$ cat config.mk
export PLATFORM = sky130hd
export DESIGN_NAME = wb_regfile
export DESIGN_NICKNAME = d
export VERILOG_FILES = /design/src/rtl/wb_regfile.sv
export SDC_FILE = /design/constraint.sdc
export NUM_CORES = 2
export LEC_CHECK = 0
export ABC_CLOCK_PERIOD_IN_PS = 2600
export CAP_MARGIN = 15
export CORE_MARGIN = 5
export CORE_UTILIZATION = 30
export DETAILED_ROUTE_END_ITERATION = 12
export DONT_BUFFER_PORTS = 1
export GPL_ROUTABILITY_DRIVEN = 0
export GPL_TIMING_DRIVEN = 0
export PLACE_DENSITY = 0.57
export SLEW_MARGIN = 20
export SYNTH_ARGS = -nofsm -noshare
export SYNTH_HDL_FRONTEND = slang
export SYNTH_SLANG_ARGS = --single-unit
$ cat constraint.sdc
create_clock -name clk -period 2.6 [get_ports clk]
set_clock_uncertainty 0.1 [all_clocks]
set_input_delay 0.26 -clock clk [delete_from_list [all_inputs] [get_ports clk]]
set_output_delay 0.26 -clock clk [all_outputs]
set_load 0.02 [all_outputs]
$ cat src/rtl/wb_regfile.sv
// Write-back stage: selects the MEM/WB result, commits it into a 32-entry register file,
// serves two bypassed ID read ports and keeps a saturating count of committed writes.
module wb_regfile #(
  parameter int DATA_W = 32,
  parameter int ADDR_W = 5,
  parameter int CNT_W  = 16
) (
  input  logic              clk,
  input  logic              rst_n,
  input  logic              WB_RegWriteIn,
  input  logic              WB_MemtoRegIn,
  input  logic [DATA_W-1:0] ReadDataIn,
  input  logic [DATA_W-1:0] ALURIn,
  input  logic [ADDR_W-1:0] MuxIn,
  input  logic [ADDR_W-1:0] ReadReg1,
  input  logic [ADDR_W-1:0] ReadReg2,
  output logic [DATA_W-1:0] ReadData1,
  output logic [DATA_W-1:0] ReadData2,
  output logic [DATA_W-1:0] WriteData,
  output logic [CNT_W-1:0]  WbCount
);

  localparam int DEPTH = 2 ** ADDR_W;

  // Register 0 is hardwired to zero, so storage starts at index 1.
  logic [DATA_W-1:0] regs [1:DEPTH-1];

  logic write_en;
  logic commit;
  logic cnt_max;

  assign WriteData = WB_MemtoRegIn ? ReadDataIn : ALURIn;

  // Bypass and commit share one qualifier: a live write that is not held in reset.
  assign write_en = rst_n && WB_RegWriteIn;
  assign commit   = write_en && (MuxIn != '0);
  assign cnt_max  = (WbCount == {CNT_W{1'b1}});

  // NOTE: the register array is cleared by reset because every entry must read zero
  // after reset; this costs a reset mux per bit and keeps it out of RAM macros.
  always_ff @(posedge clk) begin
    if (!rst_n) begin
      for (int i = 1; i < DEPTH; i++) begin
        // NOTE: sequential state uses non-blocking assignments so every flop samples
        // pre-edge values regardless of statement order.
        regs[i] <= '0;
      end
      WbCount <= '0;
    end else if (commit) begin
      regs[MuxIn] <= WriteData;
      if (!cnt_max) begin
        WbCount <= WbCount + CNT_W'(1);
      end
    end
  end

  always_comb begin
    // NOTE: the output gets a default first so no path through the block infers a latch.
    ReadData1 = '0;
    if (ReadReg1 == '0) begin
      ReadData1 = '0;
    end else if (write_en && (MuxIn == ReadReg1)) begin
      ReadData1 = WriteData;
    end else begin
      ReadData1 = regs[ReadReg1];
    end
  end

  always_comb begin
    ReadData2 = '0;
    if (ReadReg2 == '0) begin
      ReadData2 = '0;
    end else if (write_en && (MuxIn == ReadReg2)) begin
      ReadData2 = WriteData;
    end else begin
      ReadData2 = regs[ReadReg2];
    end
  end

endmodule

==> results.txt <==
----------------------------------------------------
[Run status]
  Outcome ... complete, but fails checks
  Failing checks ... hold timing, setup timing

[Clocking]
  Clock latency on the worst-skew pair ... 0.79 ns
  CTS tree ... done
  Clock Sink Count ... about 1,000
  Clk buf depth ... 3
  Number of buffers inserted during clock tree synthesis ... roughly 110
  Clock transition at the registers of the reported paths ... 0.07 ns
  H-Tree Depth ... 3
  Clk Tree Root Cell ... sky130_fd_sc_hd__clkbuf_16

[Timing]
  Final Slew Violations ... 0
  Final critical-path required period ... between 3 and 4 ns
  Setup violations, final ... between 150 and 200
  Final critical-path share of the clock period ... 126%
  Worst Max-Slew Pin Slew ... between 1 and 1.5 ns
  Fmax ... 0.305 GHz
  Tightest hold margin ... -0.00536 ns
  Final worst-path setup slack ... -0.680 ns
  Final number of hold-violating endpoints ... 1
  Unrepaired setup endpoints after global routing ... yes
  Worst slew margin ... 21.0%

[Route]
  Via density per instance ... about 6.4
  Met3 layer wire length in the routed design ... approximately 43,000 um
  Uppermost signal routing layer after detailed routing ... met5
  Drt initial violations ... around 8,500
  Total number of vias ... ~43,000
  Number of DRC violations after detailed routing ... 0
  Post-route antenna net violation count ... 0
  Routed metal-1 wire length ... 87,400 um
  Number of iterations in the first detailed-routing pass ... 6
  Routed Wire Length ... about 280,000 um
  Average wire per cell in the routed design ... ~41 um
  Routed wl met2 ... 113,000 um

[Synth]
  EDFF count, synth ... approximately 1,000
  Number of synthesis warnings ... 0
  Total of flip-flops plus latches after synthesis ... 1,040
  Cell accounting for the most synthesized area ... sky130_fd_sc_hd__edfxtp_1
  Post-Synthesis Mean Instance Area ... between 10 and 15 um2
  Area of the mapped netlist ... 53,700 um2
  Netlist cell types ... between 60 and 70
  Async set or reset register ratio after synthesis ... 0%
  Cell count after synthesis ... ~3,900
  Most instantiated flip-flop cell in the synthesis netlist ... sky130_fd_sc_hd__edfxtp_1
  Portion of synthesized cell area occupied by the leading cell type ... a little under three fifths
  Portion of the post-synthesis area used by sequential elements ... between 50 and 60%
  Dominant cells by area after synthesis ... sky130_fd_sc_hd__edfxtp_1, sky130_fd_sc_hd__mux4_2, sky130_fd_sc_hd__nor2_1

[Worst setup path]
  CP required ... 2.24 ns
  Launch point of the worst reg-to-reg path ... WbCount[0]$_SDFFE_PN0P_
  Worst Setup End Kind ... output port
  Endpoint arrival time on the critical path ... a little under 3 ns
  Type of the worst setup path ... flip-flop to output port
  Setup crit start ... regs[12][13]$_SDFFCE_PN0P_
  Worst r2r path cells ... 5
  Worst R2R Setup Slack ... ~0.44 ns
  Kind of launch point of the worst setup path ... flip-flop
  Worst Setup EP ... ReadData1[13]
  Terminus of the critical flop-to-flop path ... WbCount[2]$_SDFFE_PN0P_
  Maximum fanout along the worst path ... 2

[Pwr]
  Switching power summed over all nets ... 13.1 mW
  Leak Pwr ... around 23 nW
  Switch share ... between 20 and 30%
  Maximum ir drop on the vdd rail ... just over 700 uV
  Clock share of power ... a little under two fifths
  Cell area power density ... between 600 and 700 nW/um2
  Share of total power in combinational logic ... a little under a fifth
  Sequential group share of total power ... 44.8%
  Internal portion of total power ... ~31 mW

[Die]
  Height of the chip ... ~430 um
  Total core area ... around 180,000 um2
  I/O pin total ... ~200
  Die Footprint ... 188,000 um2
  Initial Util ... about 30%
  Row count ... roughly 160
  Die Wd ... 433 um

[GRT]
  Global-route wire length before repair ... approximately 360,000 um
  Vias in the first global route ... around 40,000
  Maximum number of pins on one net before global-route repair ... 33
  Total congestion overflow ... 0
  Total routing resource utilization after global routing ... roughly 29%
  Initial antenna violation count ... 15

[Hold path]
  Worst hold-check path type ... input port to flip-flop

[Layout]
  Area growth from synthesis to layout ... 24.5%
  Most frequent standard cell in the layout excluding fill and tap cells ... sky130_fd_sc_hd__nor2_1
  Fin area ... 66,900 um2
  Number of nets in the layout ... 4,276
  Count of fill cells added during filler insertion ... 16,700
  Leading cell types in the layout, fill and taps excluded ... sky130_fd_sc_hd__nor2_1, sky130_fd_sc_hd__edfxtp_1, sky130_fd_sc_hd__mux4_2
  Share of cells above drive strength 1 ... around 30%

[Place]
  Cell Area, Placed ... ~58,000 um2
  Input/output buffers ... 0
  Placed wire-length estimate after detailed placement ... between 150,000 and 200,000 um
  Place WS ... -1.68 ns

[Run]
  Max cap viols ... 0

----------------------------------------------------
power groups by stage:
stage          Clock, mW  Combinational, mW  Sequential (mW)
2_1_floorplan          0               3.53             20.0
3_3_place_gp           0               6.17             20.1
3_5_place_dp           0               6.36             20.2
4_1_cts             16.1               7.47             19.8
5_1_grt             16.8               7.99             19.9
6_report            16.4               8.06             19.9
per-stage QoR:
step           util (%)  setup TNS [ns]  std cells  hold slack [ns]  power [mW]
6_report           37.5          -26.80       6660         -0.00536        44.3
5_1_grt            37.5          -16.35       6652           0.0202        44.7
4_1_cts            36.9         -128.51       6607          0.00234        43.4
3_5_place_dp       32.4        -1157.40       6280            0.331        26.5
3_3_place_gp       31.9        -2295.46       6251            0.323        26.3
2_1_floorplan         -               0       3896            0.316        23.5
worst max-delay path, stage by stage, from the launching register on:
cell and delay, ns:
sky130_fd_sc_hd__edfxtp_1 0.42, sky130_fd_sc_hd__mux4_2 0.48, sky130_fd_sc_hd__a22o_4 0.29, sky130_fd_sc_hd__a2111oi_4 0.54, sky130_fd_sc_hd__a311o_1 0.26, sky130_fd_sc_hd__o21ai_4 0.13
layer usage:
layer | vias to the layer above | track usage [%]
met4 | 6 | 25.0
met2 | 4294 | 40.3
met1 | 21600 | 32.7
met3 | 1162 | 12.8
met5 | - | 0.130
li1 | 15600 | -
flip-flops by register name, indices dropped and copies added, names as in the netlist:
name / cells
regs: 1024
WbCount: 16
worst min path at each step:
stage	from	to	slack, ns	cells past startpoint
5_1_grt	ReadDataIn[23]	regs[14][23]$_SDFFCE_PN0P_	0.02	3
4_1_cts	ReadDataIn[23]	regs[7][23]$_SDFFCE_PN0P_	0.002	3
3_5_place_dp	rst_n	WbCount[5]$_SDFFE_PN0P_	0.33	2
6_report	ReadDataIn[8]	regs[0][8]$_DFFE_PP_	-0.005	3
2_1_floorplan	rst_n	WbCount[5]$_SDFFE_PN0P_	0.32	2
3_3_place_gp	rst_n	WbCount[5]$_SDFFE_PN0P_	0.32	2
kinds of logic (layout without fill, tap and decap cells):
logic type               after synthesis  after routing  share of synthesized area, %
other                                  1             48                       0.00698
flip-flops                          1040           1040                          57.8
AND/OR/NAND/NOR                     1229           1229                          9.09
buffers and inverters                453            846                          4.22
AO/OA/AOI/OAI                        487            487                          6.77
XOR/XNOR                              15             15                         0.245
adder cells (fa/ha/maj)                1              1                        0.0233
multiplexers                         639            639                          21.8
area by class of cell:
cell class                 instances  area (um2)  share of cell area (%)
antenna                           16        40.0                  0.0599
sequential                      1040       31100                    46.5
clock buffer                     133        2950                    4.40
clock inverter                    79         651                   0.973
timing repair buffer             189        2240                    3.35
inverter                          37         145                   0.217
multi-input combinational       2403       23600                    35.2
buffer                           408        3280                    4.90
tap                             2355        2950                    4.41
synthesized netlist by cell type, types with 8 or more instances:
cell type and count:
sky130_fd_sc_hd__clkbuf_1 275, sky130_fd_sc_hd__o22ai_1 85, sky130_fd_sc_hd__buf_1 8, sky130_fd_sc_hd__o221ai_1 23, sky130_fd_sc_hd__a211oi_1 41, sky130_fd_sc_hd__nand2b_1 8, sky130_fd_sc_hd__nand2_1 92, sky130_fd_sc_hd__mux2i_1 204
sky130_fd_sc_hd__xnor2_1 15, sky130_fd_sc_hd__o2bb2ai_1 9, sky130_fd_sc_hd__buf_4 21, sky130_fd_sc_hd__nand3_1 12, sky130_fd_sc_hd__a2111oi_0 9, sky130_fd_sc_hd__buf_2 69, sky130_fd_sc_hd__nor3_1 14, sky130_fd_sc_hd__mux2_2 12
sky130_fd_sc_hd__a211o_1 16, sky130_fd_sc_hd__a311o_1 12, sky130_fd_sc_hd__nor2_1 1046, sky130_fd_sc_hd__a22oi_1 60, sky130_fd_sc_hd__a221oi_1 45, sky130_fd_sc_hd__inv_1 35, sky130_fd_sc_hd__a221o_1 22, sky130_fd_sc_hd__buf_6 31
sky130_fd_sc_hd__dfxtp_1 16, sky130_fd_sc_hd__mux4_2 423, sky130_fd_sc_hd__edfxtp_1 1024, sky130_fd_sc_hd__a22o_1 40, sky130_fd_sc_hd__a21oi_1 51, sky130_fd_sc_hd__o21ai_1 26, sky130_fd_sc_hd__o21ai_0 24
repair_timing:
item,in CTS,in global routing
cloned,2,1
endpoints found under the setup margin,361,514
buffers inserted,48,30
endpoints found under the hold margin,173,5
hold buffers,72,7
resized for setup,714,168
pin swaps,99,66
No activity file was read; power rests on OpenSTA's default activity.
